File: src/rtl/clkgen_pkg.sv
// clkgen_pkg: channel state type, default sizing and the default high-phase rule
// shared by clkgen_div and clkgen_div_ch.
package clkgen_pkg;

  typedef enum logic {
    IDLE = 1'b0,
    RUN  = 1'b1
  } ch_state_t;

  localparam int CNT_W_DEF   = 8;
  localparam int DEF_DIV_DEF = 2;

  // High-phase length for a ratio: half the period, never below one cycle.
  function automatic logic [31:0] calc_hi(input logic [31:0] div);
    logic [31:0] half;
    half = div >> 1;
    return (half == 32'd0) ? 32'd1 : half;
  endfunction

endpackage

File: src/rtl/clkgen_div_ch.sv
// clkgen_div_ch: one divider channel (IDLE/RUN state, period counter, pending ratio).
// With CLKGEN_DUTY_EN defined the high-phase length is programmable through i_hi.
module clkgen_div_ch
  import clkgen_pkg::*;
#(
  parameter int CNT_W   = CNT_W_DEF,
  parameter int DEF_DIV = DEF_DIV_DEF
) (
  input  logic             clk,
  input  logic             rst_n,
  input  logic             i_en,
  input  logic             i_load,
  input  logic [CNT_W-1:0] i_div,
`ifdef CLKGEN_DUTY_EN
  input  logic [CNT_W-1:0] i_hi,
`endif
  output logic             o_div_clk,
  output logic             o_tick,
  output logic             o_upd_ack
);

  localparam logic [CNT_W-1:0] ONE     = CNT_W'(1);
  localparam logic [CNT_W-1:0] RST_DIV = CNT_W'(DEF_DIV);

  ch_state_t        r_state, w_state_next;
  logic [CNT_W-1:0] r_cnt, w_cnt_next;
  logic [CNT_W-1:0] r_act_div, w_act_div_next;
  logic [CNT_W-1:0] r_pend_div, w_pend_div_next;
  logic             r_pend_vld, w_pend_vld_next;
  logic             r_new, w_new_next;
  logic             r_div_clk, r_tick, r_upd_ack;
  logic [CNT_W-1:0] w_hi;
  logic             w_wrap, w_ld, w_apply;

`ifdef CLKGEN_DUTY_EN
  localparam logic [CNT_W-1:0] RST_HI = CNT_W'(calc_hi(32'(DEF_DIV)));
  logic [CNT_W-1:0] r_act_hi, w_act_hi_next;
  logic [CNT_W-1:0] r_pend_hi, w_pend_hi_next;
  assign w_hi = r_act_hi;
`else
  assign w_hi = CNT_W'(calc_hi(32'(r_act_div)));
`endif

  assign w_wrap  = (r_state == RUN) && (r_cnt == r_act_div - ONE);
  assign w_ld    = i_load && (i_div != '0);
  // Ratio changes only land on a period boundary; an idle channel has no period to finish.
  assign w_apply = w_wrap || ((r_state == IDLE) && r_pend_vld);

  always_comb begin
    w_state_next    = r_state;
    w_cnt_next      = r_cnt;
    w_act_div_next  = r_act_div;
    w_pend_div_next = r_pend_div;
    w_pend_vld_next = r_pend_vld;
    w_new_next      = 1'b0;
`ifdef CLKGEN_DUTY_EN
    w_act_hi_next   = r_act_hi;
    w_pend_hi_next  = r_pend_hi;
`endif
    if (w_apply) begin
      w_pend_vld_next = 1'b0;
      w_new_next      = w_ld || r_pend_vld;
      if (w_ld) begin
        w_act_div_next = i_div;
`ifdef CLKGEN_DUTY_EN
        w_act_hi_next  = i_hi;
`endif
      end else if (r_pend_vld) begin
        w_act_div_next = r_pend_div;
`ifdef CLKGEN_DUTY_EN
        w_act_hi_next  = r_pend_hi;
`endif
      end
    end else if (w_ld) begin
      w_pend_div_next = i_div;
      w_pend_vld_next = 1'b1;
`ifdef CLKGEN_DUTY_EN
      w_pend_hi_next  = i_hi;
`endif
    end

    case (r_state)
      IDLE: begin
        if (i_en) begin
          w_state_next = RUN;
          w_cnt_next   = '0;
        end
      end
      RUN: begin
        if (w_wrap) begin
          w_cnt_next = '0;
          if (!i_en) w_state_next = IDLE;
        end else begin
          w_cnt_next = r_cnt + ONE;
        end
      end
      default: w_state_next = IDLE;
    endcase
  end

  always_ff @(posedge clk or negedge rst_n) begin
    if (!rst_n) begin
      r_state    <= IDLE;
      r_cnt      <= '0;
      r_act_div  <= RST_DIV;
      r_pend_div <= '0;
      r_pend_vld <= 1'b0;
      r_new      <= 1'b0;
      r_div_clk  <= 1'b0;
      r_tick     <= 1'b0;
      r_upd_ack  <= 1'b0;
`ifdef CLKGEN_DUTY_EN
      r_act_hi   <= RST_HI;
      r_pend_hi  <= '0;
`endif
    end else begin
      r_state    <= w_state_next;
      r_cnt      <= w_cnt_next;
      r_act_div  <= w_act_div_next;
      r_pend_div <= w_pend_div_next;
      r_pend_vld <= w_pend_vld_next;
      r_new      <= w_new_next;
      // Outputs trail the counter by one cycle so every output is a plain flop.
      r_div_clk  <= (r_state == RUN) && (r_cnt < w_hi);
      r_tick     <= w_wrap;
      r_upd_ack  <= r_new;
`ifdef CLKGEN_DUTY_EN
      r_act_hi   <= w_act_hi_next;
      r_pend_hi  <= w_pend_hi_next;
`endif
    end
  end

  assign o_div_clk = r_div_clk;
  assign o_tick    = r_tick;
  assign o_upd_ack = r_upd_ack;

endmodule

File: src/rtl/clkgen_div.sv
// clkgen_div: NUM_CH independent programmable clock dividers sharing one load strobe.
// Define CLKGEN_DUTY_EN to add the hi_val port for programmable high-phase length.
module clkgen_div
  import clkgen_pkg::*;
#(
  parameter int NUM_CH  = 4,
  parameter int CNT_W   = CNT_W_DEF,
  parameter int DEF_DIV = DEF_DIV_DEF
) (
  input  logic                    clk,
  input  logic                    rst_n,
  input  logic [NUM_CH-1:0]       ch_en,
  input  logic                    load,
  input  logic [NUM_CH*CNT_W-1:0] div_val,
`ifdef CLKGEN_DUTY_EN
  input  logic [NUM_CH*CNT_W-1:0] hi_val,
`endif
  output logic [NUM_CH-1:0]       div_clk,
  output logic [NUM_CH-1:0]       tick,
  output logic [NUM_CH-1:0]       upd_ack
);

  generate
    for (genvar gi = 0; gi < NUM_CH; gi++) begin : g_ch
      clkgen_div_ch #(
        .CNT_W   (CNT_W),
        .DEF_DIV (DEF_DIV)
      ) u_ch (
        .clk       (clk),
        .rst_n     (rst_n),
        .i_en      (ch_en[gi]),
        .i_load    (load),
        .i_div     (div_val[gi*CNT_W +: CNT_W]),
`ifdef CLKGEN_DUTY_EN
        .i_hi      (hi_val[gi*CNT_W +: CNT_W]),
`endif
        .o_div_clk (div_clk[gi]),
        .o_tick    (tick[gi]),
        .o_upd_ack (upd_ack[gi])
      );
    end
  endgenerate

endmodule

File: config.mk
export PLATFORM = sky130hd
export DESIGN_NAME = clkgen_div
export DESIGN_NICKNAME = d
export VERILOG_FILES = /design/src/rtl/clkgen_pkg.sv /design/src/rtl/clkgen_div_ch.sv /design/src/rtl/clkgen_div.sv
export SDC_FILE = /design/constraint.sdc
export NUM_CORES = 1
export LEC_CHECK = 0
export CORE_ASPECT_RATIO = 0.7
export CORE_UTILIZATION = 61
export CTS_BUF_LIST = sky130_fd_sc_hd__clkbuf_8
export DETAILED_ROUTE_END_ITERATION = 8
export HOLD_SLACK_MARGIN = 0.02
export PLACE_DENSITY = 0.87
export SYNTH_ARGS = -nofsm -noshare
export SYNTH_HDL_FRONTEND = slang
export SYNTH_HIERARCHICAL = 1
export SYNTH_SLANG_ARGS = --single-unit
File: constraint.sdc
create_clock -name clk -period 3.4 [get_ports clk]
set_input_delay 0.51 -clock clk [delete_from_list [all_inputs] [get_ports clk]]
set_output_delay 0.51 -clock clk [all_outputs]
set_load 0.01 [all_outputs]
# Word level (Yosys, flattened, before mapping)
# Cells that the tools add are included.
[totals]
ff_bits = 120
latch_bits = 0
ramBits = 0
mem_bits_ro = 0
inputBits = 39
word_cells = 160
mem_count = 0
[op_classes]
addsub = 8
multipliers = 0
n_div = 0
n_lt_le_gt_ge = 4
n_eq_ne = 8
shifts = 0
n_mux = 48
bitwise = 8
reduce_logical = 48
[op_table]
columns = ["operator", "count"]
rows = [
  ["32-bit logical NOT", 4],
  ["8-bit two-way mux", 16],
  ["8-bit one-hot mux with 2 select lines", 4],
  ["8-bit by 1-bit adder with 8-bit output (second input constant)", 4],
  ["8-bit equality test", 4],
  ["8-bit less-than comparator", 4],
  ["8-bit nonzero test", 4],
  ["8-bit by 1-bit subtractor with 8-bit output (second input constant)", 4],
  ["7-bit two-way mux", 4],
  ["1-bit two-way mux", 20],
  ["1-bit logical AND", 16],
  ["2-bit AND reduction", 8],
  ["2-bit nonzero test", 8],
  ["1-bit logical OR", 8],
  ["2-bit inequality test (second input constant)", 4],
  ["1-bit NOT", 8],
  ["1-bit one-hot mux with 2 select lines", 4],
]

# Depth between registers and ports, before layout
# Gate-level depths: netlist of the first run.
[depth]
word_depth = 6
depth_mapped = 9
depth_no_buf = 7

# Modules after synthesis
# The synthesis of the first run kept the hierarchy.
[by_module_without_submodules]
columns = ["mod", "n_inst", "cells_per_inst", "area_per_inst_um2", "seq_area_each_um2"]
rows = [
  ["clkgen_div_ch", 4, 176, 1761.7, 752.0],
]

# Worst setup path after synthesis of the first run
# OpenSTA, ideal clock, no wires.
[synth_timing]
path_type = "reg2reg"
startpoint = "register g_ch[0].u_ch.r_act_div[0]"
endpoint = "register g_ch[0].u_ch.r_pend_div[0]"
setup_time_ps = 125
arrival_ps = 2307
setup_slack_ps = 968
stages_incl_launch_ff = 9
path_cell_list = "dfrtp_1 or4_4 nor3_2 o2111ai_1 or2_1 buf_6 o311a_1 buf_6 mux2_4"
[synth_between]
elab_chain_len = 6
[synth_rtl]
columns = ["element", "line_no", "rtl"]
rows = [
  ["start, declared", "clkgen_div_ch.sv:27", "logic [CNT_W-1:0] r_act_div, w_act_div_next;"],
  ["start signal, assigned", "clkgen_div_ch.sv:119", "r_act_div <= w_act_div_next;"],
  ["8-bit by 1-bit subtractor with 8-bit output", "clkgen_div_ch.sv:44", "assign w_wrap = (r_state == RUN) && (r_cnt == r_act_div - ONE);"],
  ["8-bit equality test", "clkgen_div_ch.sv:44", ""],
  ["1-bit logical AND", "clkgen_div_ch.sv:44", ""],
  ["1-bit logical OR", "clkgen_div_ch.sv:47", "assign w_apply = w_wrap || ((r_state == IDLE) && r_pend_vld);"],
  ["1-bit NOT (no source line)", "n/a", ""],
  ["2-bit AND reduction (no source line)", "n/a", ""],
  ["end signal, assigned", "clkgen_div_ch.sv:120", "r_pend_div <= w_pend_div_next;"],
  ["end, declared", "clkgen_div_ch.sv:28", "logic [CNT_W-1:0] r_pend_div, w_pend_div_next;"],
]
# Every way passes these cells.
# A chain may end at the register's enable or synchronous reset.

# Worst setup path after layout of the first run
[layout_timing]
startpoint = "register g_ch[2].u_ch.r_act_div[2]"
endpoint = "register g_ch[2].u_ch.r_pend_div[4]"
[layout_between]
elab_chain_len = 6
[layout_rtl]
columns = ["element", "line_no"]
rows = [
  ["start, declared", "clkgen_div_ch.sv:27"],
  ["start signal, assigned", "clkgen_div_ch.sv:119"],
  ["8-bit by 1-bit subtractor with 8-bit output", "clkgen_div_ch.sv:44"],
  ["8-bit equality test", "clkgen_div_ch.sv:44"],
  ["1-bit logical AND", "clkgen_div_ch.sv:44"],
  ["1-bit logical OR", "clkgen_div_ch.sv:47"],
  ["1-bit NOT (no source line)", "n/a"],
  ["2-bit AND reduction (no source line)", "n/a"],
  ["end signal, assigned", "clkgen_div_ch.sv:120"],
  ["end, declared", "clkgen_div_ch.sv:28"],
]
# Every way passes these cells.

==> summary.txt, run 1 <==
Timing
  – Worst relative slew slack: 42.9%
  – Post-layout worst setup margin: 522 ps
  – Final-report setup violation count: 0
  – Post-route minimum period: 2880 ps
  – Actual transition at the worst max-transition pin: 853 ps
  – Max frequency: 347 MHz
  – Final setup skew: 11.6 ps
  – Setup TNS: 0 ps
  – Final Max Tran Viols: 0
  – Part of the cycle the worst path needs: 84.6%
  – Setup repair after global routing missed its margin: false
  – Endpoints failing hold: 0
  – Worst-case hold slack: 105 ps

Clocking
  – Number of gates resized after CTS: 0
  – Clock-pin slew of the registers on the worst-case setup and hold paths: 70 ps
  – TritonCTS buffer count: 17
  – Clock network latency to the later pin of the worst-skew pair: 440 ps
  – Post-CTS setup repair buffer count: 0
  – Hold buffer count at cts: 0
  – Clock tree from TritonCTS: done
  – Clock tree buffer depth: 2
  – TritonCTS sink count: 120
  – CTS H-Tree Depth: 4
  – Clock root buffer: sky130_fd_sc_hd__clkbuf_8

Worst setup path
  – Slowest cell on crit path: sky130_fd_sc_hd__o311a_1
  – Startpoint of the worst setup timing path: g_ch[2].u_ch/r_act_div[2]$_DFFE_PN0P_
  – Worst Path Max Fanout: 10
  – Endpoint required time on the critical path: 3720 ps
  – Register-to-register setup slack: 520 ps
  – Endpoint of the worst-slack reg-to-reg timing path: g_ch[2].u_ch/r_pend_div[4]$_DFFE_PN0P_
  – Endpoint of the most critical setup path: g_ch[2].u_ch/r_pend_div[4]$_DFFE_PN0P_
  – Critical path arrival: 3200 ps
  – Worst setup path class: register to register
  – Cell-by-cell trace of the critical path: or4_4 -> o21a_1 -> o2111ai_1 -> or2_1 -> o311a_1 -> mux2_4
  – R2R Path Start: g_ch[2].u_ch/r_act_div[2]$_DFFE_PN0P_
  – Crit path largest cell delay: 590 ps
  – Worst Setup Start Kind: register
  – Reg2Reg Depth: 6
  – Worst Setup End Kind: register
  – Kind of cell adding the most delay to the critical path: compound AO/OA/AOI/OAI gates
  – Path length in cells of the critical path: 6
  – Combined buffer and inverter count along the critical path: 0

Layout
  – Non-Filler Instances: 918
  – NumNets Final: 824
  – N_diodes: 0
  – Share of post-route cells with drive strength above 1: 12.3%
  – Synthesis-to-layout area growth: 14.6%

Global route
  – Pin count of the biggest net entering global routing: 68
  – Number of antenna violations at the first check in global routing: 0
  – Met3 Track Usage GR: 7.64%
  – Most Crowded Layer GR: met2
  – Met2 global-route usage: 47.4%
  – M1 GR Usage: 42.5%
  – Final global-route overflow total: 0
  – Number of global-route vias before repair: 5753
  – Global-route total usage across every layer: 31.0%
  – Wire length of the first global-routing pass: 28400 µm

Power
  – Total power density per cell area: 933 nW/µm²
  – Switching share of power: 42.1%
  – Clock share of power: 17.9%
  – Part of the total power dissipated in sequential elements: 36.2%
  – IR drop worst, VDD: 0.000488 V
  – Relative contribution of combinational cells to total power: 45.8%
  – Cell-internal power: 0.00436 W
  – Net switching component of the power: 0.00318 W
  – Cell leakage power: 3.49 nW

Synthesis
  – Library cells used by synthesis: 38
  – Yosys top cell by area: sky130_fd_sc_hd__dfrtp_1
  – Async S/R FF share, synth: 100%
  – Primary FF master, synth: sky130_fd_sc_hd__dfrtp_1
  – Area share of the largest cell type after synthesis: 41.2%
  – Main area contributors after synthesis: sky130_fd_sc_hd__dfrtp_1, sky130_fd_sc_hd__mux2_4, sky130_fd_sc_hd__ha_1
  – Count of mapped cells out of synthesis: 704
  – Portion of the post-synthesis area used by sequential elements: 42.7%
  – Per-instance average area after synthesis: 10.0 µm²
  – Synthesis Warnings: 6
  – Synthesized net count: 775
  – Synthesis-stage register bit count: 120
  – Netlist area before placement: 7050 µm²
  – Number of enable flip-flop cells after synthesis: 0

Routing
  – Average wire length per cell after detail routing: 18.7 µm
  – DRC violation total after the first TritonRoute iteration: 546
  – WL final: 17200 µm
  – Average via count per standard cell: 6.29
  – Number of nets with antenna violations after detailed routing: 0
  – Residual DRC count: 0
  – Initial DRT Pass Iterations: 5
  – Via count: 5772

Die
  – Die H: 91.9 µm
  – Floorplan die area: 12000 µm²
  – Top Ports: 51
  – Standard-cell rows: 32
  – Placeable core region: 11100 µm²
  – Initial core utilization: 63.3%
  – X dimension of the die: 130 µm

Run
  – Max-Cap Viols: 0

Status
  – Outcome: finished, final reports clean

Placed design
  – Final HPWL from detailed placement: 12100 µm
  – Placer's final routability congestion estimate: 0.982
  – Buffers on Ports: 50
  – Post-placement worst setup slack: 560 ps
  – Inst Count DP: 887

Min path
  – Worst hold path class: input pin to async pin
flip-flops by register name, summed over array words and instances, names as in the netlist:
name and cells:
g_ch.u_ch/r_act_div 32, g_ch.u_ch/o_upd_ack 4, g_ch.u_ch/r_new 4, g_ch.u_ch/r_state 4
g_ch.u_ch/r_pend_vld 4, g_ch.u_ch/o_tick 4, g_ch.u_ch/r_cnt 32, g_ch.u_ch/o_div_clk 4
g_ch.u_ch/r_pend_div 32
layout make-up:
| class | count | area (µm²) |
|---|---|---|
| clock inverters | 10 | 126 |
| fillers | 774 | 3050 |
| flip-flops and latches | 120 | 3010 |
| multi-input cells | 516 | 3740 |
| repair buffers | 58 | 571 |
| inverters | 40 | 150 |
| well taps | 153 | 191 |
| clock buffers | 21 | 289 |
power groups by stage:
stage	Combinational, W	Sequential, W	Clock, W
final	0.00346	0.00273	0.00135
after floorplan	0.00265	0.00248	0
after global placement	0.00315	0.00268	0
after detailed placement	0.00335	0.00271	0
after CTS	0.00341	0.00271	0.00137
after global routing	0.00383	0.00280	0.00144
cells in the mapped netlist, drive strengths merged (16+ instances only):
library cell,n
a22oi,32
buf,16
dfrtp,116
ha,32
inv,40
mux2,32
mux2i,32
nand2,92
nand3,24
nor2,36
nor4,16
o211ai,40
o21ai,28
xnor2,16
xor2,24
worst register-to-register path: cells and delay by family (launching register included):
kind | cells | cell delay, ps
compound gates | 3 | 1080
flops | 1 | 450
mux | 1 | 360
simple gates | 2 | 900
cells by family after synthesis:
| logic type | Yosys count | synth area share [%] |
|---|---|---|
| XOR/XNOR | 40 | 4.97 |
| buffers and inverters | 68 | 4.62 |
| flip-flops | 120 | 42.7 |
| AND/OR/NAND/NOR | 220 | 14.9 |
| AO/OA/AOI/OAI | 160 | 15.8 |
| multiplexers | 64 | 11.4 |
| adder cells (fa/ha/maj) | 32 | 5.68 |
worst min-delay path by stage:
stage	to	cells after the start	slack, ps
floorplan	g_ch[0].u_ch/o_div_clk$_DFF_PN0_	0	210
global placement	g_ch[0].u_ch/o_upd_ack$_DFF_PN0_	0	330
detailed placement	g_ch[1].u_ch/o_upd_ack$_DFF_PN0_	0	340
CTS	g_ch[2].u_ch/r_pend_div[5]$_DFFE_PN0P_	1	120
global route	g_ch[2].u_ch/r_pend_div[5]$_DFFE_PN0P_	1	150
finish	g_ch[2].u_ch/r_pend_div[5]$_DFFE_PN0P_	1	100
metal layers:
metal	vias to the layer above	routed length [µm]
li1	2639	-
met1	2798	7560
met2	286	7940
met3	49	1270
met4	0	402
met5	-	0
cell usage in the layout (no fill, tap or decap), drive strengths merged, types with 9 or more instances in the layout:
| cell type | n |
|---|---|
| o21ai | 28 |
| nand3 | 24 |
| nor4 | 16 |
| xor2 | 24 |
| o211ai | 40 |
| nand2b | 12 |
| or2 | 12 |
| mux2 | 32 |
| nor2 | 36 |
| inv | 42 |
| nand2 | 92 |
| clkdlybuf4s50 | 49 |
| dfrtp | 116 |
| ha | 32 |
| buf | 9 |
| clkbuf | 21 |
| xnor2 | 16 |
| nor3 | 12 |
| a22oi | 32 |
| mux2i | 32 |
| a21oi | 12 |
metrics by stage:
stage	total power, W	instance area (µm²)	utilization, %
after floorplan	0.00513	7050	-
after global placement	0.00582	7660	68.9
after detailed placement	0.00606	7660	68.9
after CTS	0.00749	8080	72.6
after global routing	0.00807	8080	72.6
final	0.00754	8080	72.6
Note: power is estimated with default switching activity, not from simulation.
==> run 2: changes to the inputs <==
==> constraint.sdc (replaced) <==
create_clock -name clk -period 2.8 [get_ports clk]
set_input_delay 0.42 -clock clk [delete_from_list [all_inputs] [get_ports clk]]
set_output_delay 0.42 -clock clk [all_outputs]
set_load 0.01 [all_outputs]
==> run 2 against run 1 <==
Via count rose by 0.95%. Maximum frequency up 7.5%. Clock skew decreased by 1.3 ps. Count of clock-buffer cells in the layout decreased by 2. Critical endpoint is now g_ch[1].u_ch/r_pend_div[5]$_DFFE_PN0P_. Largest cell class unchanged.
==> summary.txt, run 2 (synthesis results as in run 1) <==
Worst setup path
  – Worst Path Max Fanout: 8
  – R2R Path Start: g_ch[1].u_ch/r_act_div[2]$_DFFE_PN0P_
  – Worst Setup End Kind: register
  – Reg2Reg Depth: 6
  – Cell-by-cell trace of the critical path: or4_4 -> nor4_1 -> xnor2_1 -> o211ai_1 -> o311a_1 -> mux2_4
  – Crit path largest cell delay: 550 ps
  – Worst Setup Start Kind: register
  – Register-to-register setup slack: 120 ps
  – Worst setup path class: register to register
  – Endpoint required time on the critical path: 3130 ps
  – Endpoint of the worst-slack reg-to-reg timing path: g_ch[1].u_ch/r_pend_div[5]$_DFFE_PN0P_
  – Critical path arrival: 3010 ps
  – Slowest cell on crit path: sky130_fd_sc_hd__o311a_1

Placed design
  – Final HPWL from detailed placement: 12400 µm
  – Buffers on Ports: 50
  – Post-placement worst setup slack: 165 ps
  – Placer's final routability congestion estimate: 0.933

Global route
  – Pin count of the biggest net entering global routing: 45
  – Most Crowded Layer GR: met2
  – Wire length of the first global-routing pass: 28900 µm
  – Number of antenna violations at the first check in global routing: 0
  – M1 GR Usage: 43.2%
  – Met3 Track Usage GR: 7.99%
  – Number of global-route vias before repair: 5836
  – Global-route total usage across every layer: 31.7%
  – Final global-route overflow total: 0
  – Met2 global-route usage: 49.2%

Timing
  – Post-route minimum period: 2680 ps
  – Max frequency: 373 MHz
  – Actual transition at the worst max-transition pin: 599 ps
  – Setup repair after global routing missed its margin: false
  – Final setup skew: 10.3 ps
  – Setup TNS: 0 ps
  – Worst relative slew slack: 59.9%
  – Final Max Tran Viols: 0
  – Endpoints failing hold: 0
  – Part of the cycle the worst path needs: 95.7%
  – Final-report setup violation count: 0
  – Post-layout worst setup margin: 122 ps

Die
  – Initial core utilization: 63.3%
  – X dimension of the die: 130 µm
  – Standard-cell rows: 32
  – Floorplan die area: 12000 µm²
  – Die H: 91.9 µm
  – Top Ports: 51
  – Placeable core region: 11100 µm²

Min path
  – End point of the most critical hold path: g_ch[1].u_ch/o_upd_ack$_DFF_PN0_
  – Worst Min Path Start: g_ch[1].u_ch/r_new$_DFF_PN0_
  – Hold Path Cell Cnt: 0
  – Worst hold path class: register to register

Clocking
  – Clock tree buffer depth: 2
  – Post-CTS setup repair buffer count: 0
  – Clock root buffer: sky130_fd_sc_hd__clkbuf_8
  – Clock-pin slew of the registers on the worst-case setup and hold paths: 70 ps
  – TritonCTS buffer count: 17
  – Clock network latency to the later pin of the worst-skew pair: 450 ps
  – Clock tree from TritonCTS: done
  – CTS H-Tree Depth: 4
  – TritonCTS sink count: 120

Routing
  – WL final: 17400 µm
  – Residual DRC count: 0
  – Initial DRT Pass Iterations: 6
  – Average via count per standard cell: 6.27
  – Number of nets with antenna violations after detailed routing: 0
  – Via count: 5827
  – Average wire length per cell after detail routing: 18.7 µm
  – DRC violation total after the first TritonRoute iteration: 578

Run
  – Max-Cap Viols: 0

Power
  – IR drop worst, VDD: 0.000811 V
  – Relative contribution of combinational cells to total power: 47.0%
  – Total power density per cell area: 1140 nW/µm²
  – Part of the total power dissipated in sequential elements: 35.8%
  – Clock share of power: 17.3%
  – Cell leakage power: 3.54 nW
  – Net switching component of the power: 0.00392 W
  – Post-layout power: 0.00927 W
  – Cell-internal power: 0.00535 W
  – Switching share of power: 42.3%

Layout
  – Synthesis-to-layout area growth: 15.7%
  – N_diodes: 0
  – Biggest regs: g_ch.u_ch/r_act_div x32, g_ch.u_ch/r_cnt x32, g_ch.u_ch/r_pend_div x32
  – Leading cell types in the layout, fill and taps excluded: sky130_fd_sc_hd__dfrtp_1, sky130_fd_sc_hd__nand2_1, sky130_fd_sc_hd__clkdlybuf4s50_1, sky130_fd_sc_hd__inv_1, sky130_fd_sc_hd__o211ai_1
  – Most common cell after layout, fill and taps aside: sky130_fd_sc_hd__dfrtp_1
  – NumNets Final: 835
  – Share of post-route cells with drive strength above 1: 13.5%

Status
  – Outcome: finished, final reports clean
## run 2: cell types whose count changed in the layout (fill, tap and decap cells not counted), sizes merged
cell and delta:
inv +2, buf +10, dlygate4sd3 +1, clkbuf -2, clkinvlp +1
## run 2: worst max-delay path by stage
| stage | startpoint | endpoint | slack, ps | cells past startpoint |
|---|---|---|---|---|
| global placement | g_ch[2].u_ch/r_act_div[2]$_DFFE_PN0P_ | g_ch[2].u_ch/r_pend_div[1]$_DFFE_PN0P_ | 240 | 6 |
| finish | g_ch[1].u_ch/r_act_div[2]$_DFFE_PN0P_ | g_ch[1].u_ch/r_pend_div[5]$_DFFE_PN0P_ | 120 | 6 |
| global route | g_ch[0].u_ch/r_act_div[2]$_DFFE_PN0P_ | g_ch[0].u_ch/r_pend_div[7]$_DFFE_PN0P_ | 20 | 6 |
| floorplan | g_ch[0].u_ch/r_act_div[0]$_DFFE_PN0P_ | g_ch[0].u_ch/r_pend_div[0]$_DFFE_PN0P_ | 370 | 8 |
| detailed placement | g_ch[3].u_ch/r_act_div[2]$_DFFE_PN0P_ | g_ch[3].u_ch/r_pend_div[5]$_DFFE_PN0P_ | 160 | 6 |
| CTS | g_ch[3].u_ch/r_act_div[2]$_DFFE_PN0P_ | g_ch[3].u_ch/r_pend_div[5]$_DFFE_PN0P_ | 130 | 6 |
## run 2: worst max-delay path: cells and delay by family (launching register included)
kind                      cells  cell delay [ps]
and+or+nand+nor               2              810
AOI/OAI and AO/OA             2              750
DFF                           1              460
muxes                         1              370
xor gates and xnor gates      1              160
## run 2: timing repair
item,CTS,global route
hold buffers,1,0
hold endpoints to repair,40,0
endpoints found under the setup margin,0,3
resized for setup,0,2
## run 2: routing by layer
layer,vias up,share of wire (%)
met1,2826,44
met2,291,46
met5,-,0
li1,2658,-
met4,0,2.7
met3,52,7.1
## run 2: per-stage QoR
stage / hold slack [ps] / area [µm²] / instances / util (%)
after global routing: 360 / 8160 / 930 / 73.3
after detailed placement: 343 / 7740 / 897 / 69.5
after global placement: 337 / 7740 / 897 / 69.5
after floorplan: 124 / 7050 / 704 / -
final: 354 / 8160 / 930 / 73.3
after CTS: 358 / 8150 / 930 / 73.2
## run 2: area by class of cell
| type | instances | area (µm²) |
|---|---|---|
| inverters | 40 | 150 |
| fillers | 774 | 2980 |
| clock inverters | 13 | 138 |
| flip-flops and latches | 120 | 3010 |
| multi-input cells | 516 | 3750 |
| clock buffers | 19 | 262 |
| repair buffers | 69 | 656 |
| well taps | 153 | 191 |
## run 2: power groups by stage
stage	clock network, W	logic (W)	registers [W]
floorplan	0	0.00322	0.00301
global placement	0	0.00392	0.00324
detailed placement	0	0.00422	0.00328
CTS	0.00163	0.00428	0.00328
global route	0.00170	0.00479	0.00340
finish	0.00160	0.00435	0.00331
==> run 3: changes to the inputs <==
--- a/config.mk
+++ b/config.mk
@@ -6,11 +6,11 @@
 export NUM_CORES = 1
 export LEC_CHECK = 0
 export CORE_ASPECT_RATIO = 0.7
-export CORE_UTILIZATION = 61
+export CORE_UTILIZATION = 25
 export CTS_BUF_LIST = sky130_fd_sc_hd__clkbuf_8
 export DETAILED_ROUTE_END_ITERATION = 8
 export HOLD_SLACK_MARGIN = 0.02
-export PLACE_DENSITY = 0.87
+export PLACE_DENSITY = 0.46
 export SYNTH_ARGS = -nofsm -noshare
 export SYNTH_HDL_FRONTEND = slang
 export SYNTH_HIERARCHICAL = 1
==> run 3 against run 2 <==
Count of clock-buffer cells in the layout rose by 1. Non-clock buffer count rose by 9. Routed wire length is 3.4% higher. Critical path depth stayed put. Die area up 140%. Combinational power hardly changed. Hold slack got worse by 8.3 ps. Largest power group unchanged. Sequential share of layout area fell by 1.5 points.
==> summary.txt, run 3 (synthesis results as in run 1) <==
Clocking
  – TritonCTS buffer count: 17
  – Post-CTS setup repair buffer count: 0
  – Clock tree buffer depth: 2
  – Clock tree from TritonCTS: done
  – CTS H-Tree Depth: 4
  – Clock-pin slew of the registers on the worst-case setup and hold paths: 80 ps
  – Clock network latency to the later pin of the worst-skew pair: 450 ps
  – TritonCTS sink count: 120
  – Clock root buffer: sky130_fd_sc_hd__clkbuf_8

Placed design
  – Post-placement worst setup slack: 158 ps
  – Placer's final routability congestion estimate: 0.817
  – Inst Count DP: 1124
  – Buffers on Ports: 50
  – Final HPWL from detailed placement: 13100 µm

Timing
  – Part of the cycle the worst path needs: 94.7%
  – Max frequency: 377 MHz
  – Final-report setup violation count: 0
  – Actual transition at the worst max-transition pin: 627 ps
  – Worst relative slew slack: 58.2%
  – Setup repair after global routing missed its margin: false
  – Endpoints failing hold: 0
  – Final setup skew: 10.5 ps
  – Setup TNS: 0 ps
  – Post-route minimum period: 2650 ps
  – Post-layout worst setup margin: 149 ps
  – Final Max Tran Viols: 0

Global route
  – Global-route total usage across every layer: 13.3%
  – Most Crowded Layer GR: met1
  – Pin count of the biggest net entering global routing: 54
  – Final global-route overflow total: 0
  – Number of antenna violations at the first check in global routing: 0
  – Wire length of the first global-routing pass: 29800 µm
  – Number of global-route vias before repair: 5288
  – Met2 global-route usage: 17.2%
  – M1 GR Usage: 21.0%
  – Met3 Track Usage GR: 2.93%

Status
  – Outcome: finished, final reports clean

Routing
  – WL final: 18000 µm
  – Residual DRC count: 0
  – Average via count per standard cell: 4.64
  – Initial DRT Pass Iterations: 5
  – Number of nets with antenna violations after detailed routing: 0
  – Via count: 5371
  – DRC violation total after the first TritonRoute iteration: 347
  – Average wire length per cell after detail routing: 15.6 µm

Layout
  – Share of post-route cells with drive strength above 1: 14.5%
  – Non-Filler Instances: 1157
  – Most common cell after layout, fill and taps aside: sky130_fd_sc_hd__dfrtp_1
  – Synthesis-to-layout area growth: 20.6%
  – N_diodes: 0
  – Biggest regs: g_ch.u_ch/r_act_div x32, g_ch.u_ch/r_cnt x32, g_ch.u_ch/r_pend_div x32
  – NumNets Final: 844
  – Leading cell types in the layout, fill and taps excluded: sky130_fd_sc_hd__dfrtp_1, sky130_fd_sc_hd__nand2_1, sky130_fd_sc_hd__clkdlybuf4s50_1, sky130_fd_sc_hd__inv_1, sky130_fd_sc_hd__o211ai_1

Power
  – IR drop worst, VDD: 0.000402 V
  – Total power density per cell area: 1080 nW/µm²
  – Post-layout power: 0.00917 W
  – Cell leakage power: 3.58 nW

Die
  – Floorplan die area: 28900 µm²
  – X dimension of the die: 203 µm
  – Top Ports: 51
  – Placeable core region: 27800 µm²
  – Die H: 142 µm
  – Initial core utilization: 25.4%
  – Standard-cell rows: 51

Min path
  – Worst hold path class: register to register

Worst setup path
  – Worst setup path class: register to register
  – Reg2Reg Depth: 6
  – R2R Path Start: g_ch[2].u_ch/r_act_div[0]$_DFFE_PN0P_
  – Startpoint of the worst setup timing path: g_ch[2].u_ch/r_act_div[0]$_DFFE_PN0P_
  – Worst Setup Start Kind: register
  – Endpoint of the worst-slack reg-to-reg timing path: g_ch[2].u_ch/r_pend_div[1]$_DFFE_PN0P_
  – Worst Setup End Kind: register
  – Endpoint required time on the critical path: 3130 ps
  – Register-to-register setup slack: 150 ps
  – Endpoint of the most critical setup path: g_ch[2].u_ch/r_pend_div[1]$_DFFE_PN0P_
  – Critical path arrival: 2980 ps
  – Worst Path Max Fanout: 8

Run
  – Max-Cap Viols: 0
## run 3: critical path, stage by stage, from the launching register on
cell                       delay (ps)
sky130_fd_sc_hd__dfrtp_1          410
sky130_fd_sc_hd__or4_4            550
sky130_fd_sc_hd__nor4_1           240
sky130_fd_sc_hd__xnor2_1          180
sky130_fd_sc_hd__o211ai_1         220
sky130_fd_sc_hd__o311a_1          560
sky130_fd_sc_hd__mux2_4           370
## run 3: worst min path at each step
stage | from | to | slack, ps | cells after the start
floorplan | rst_n | g_ch[0].u_ch/o_div_clk$_DFF_PN0_ | 120 | 0
global placement | g_ch[2].u_ch/r_new$_DFF_PN0_ | g_ch[2].u_ch/o_upd_ack$_DFF_PN0_ | 330 | 0
detailed placement | g_ch[2].u_ch/r_new$_DFF_PN0_ | g_ch[2].u_ch/o_upd_ack$_DFF_PN0_ | 340 | 0
CTS | g_ch[1].u_ch/r_new$_DFF_PN0_ | g_ch[1].u_ch/o_upd_ack$_DFF_PN0_ | 340 | 0
global route | g_ch[1].u_ch/r_new$_DFF_PN0_ | g_ch[1].u_ch/o_upd_ack$_DFF_PN0_ | 340 | 0
finish | g_ch[1].u_ch/r_new$_DFF_PN0_ | g_ch[1].u_ch/o_upd_ack$_DFF_PN0_ | 350 | 0
## run 3: cell type report
cell class              instances  area [µm²]
repair buffers                 78         739
inverters                      40         150
clock buffers                  20         275
clock inverters                12         109
well taps                     371         464
fillers                      2909       19300
flip-flops and latches        120        3010
multi-input cells             516        3750
## run 3: layer usage
| layer | vias up | part of all wire [%] |
|---|---|---|
| met1 | 2581 | 56 |
| met2 | 96 | 39 |
| met3 | 15 | 3.7 |
| li1 | 2679 | - |
| met5 | - | 0 |
| met4 | 0 | 1.2 |
## run 3: metrics by stage
| stage | instance area (µm²) | util, % | hold WS [ps] |
|---|---|---|---|
| final | 8500 | 30.6 | 345 |
| after global routing | 8500 | 30.6 | 340 |
| after CTS | 8490 | 30.6 | 341 |
| after detailed placement | 8100 | 29.2 | 336 |
| after global placement | 8100 | 29.2 | 332 |
| after floorplan | 7050 | - | 124 |
## run 3: timing repair
| item | CTS | global route |
|---|---|---|
| hold endpoints to repair | 49 | 0 |
| hold buffers | 1 | 0 |
| endpoints found under the setup margin | 0 | 5 |
| gates resized for setup | 0 | 1 |
## run 3: report_power, final
group	total (W)	internal [W]	switching, W
combinational	0.00433	0.00207	0.00225
sequential	0.00325	0.00243	0.000821
clock	0.00159	0.000842	0.000752
total	0.00917	0.00534	0.00383
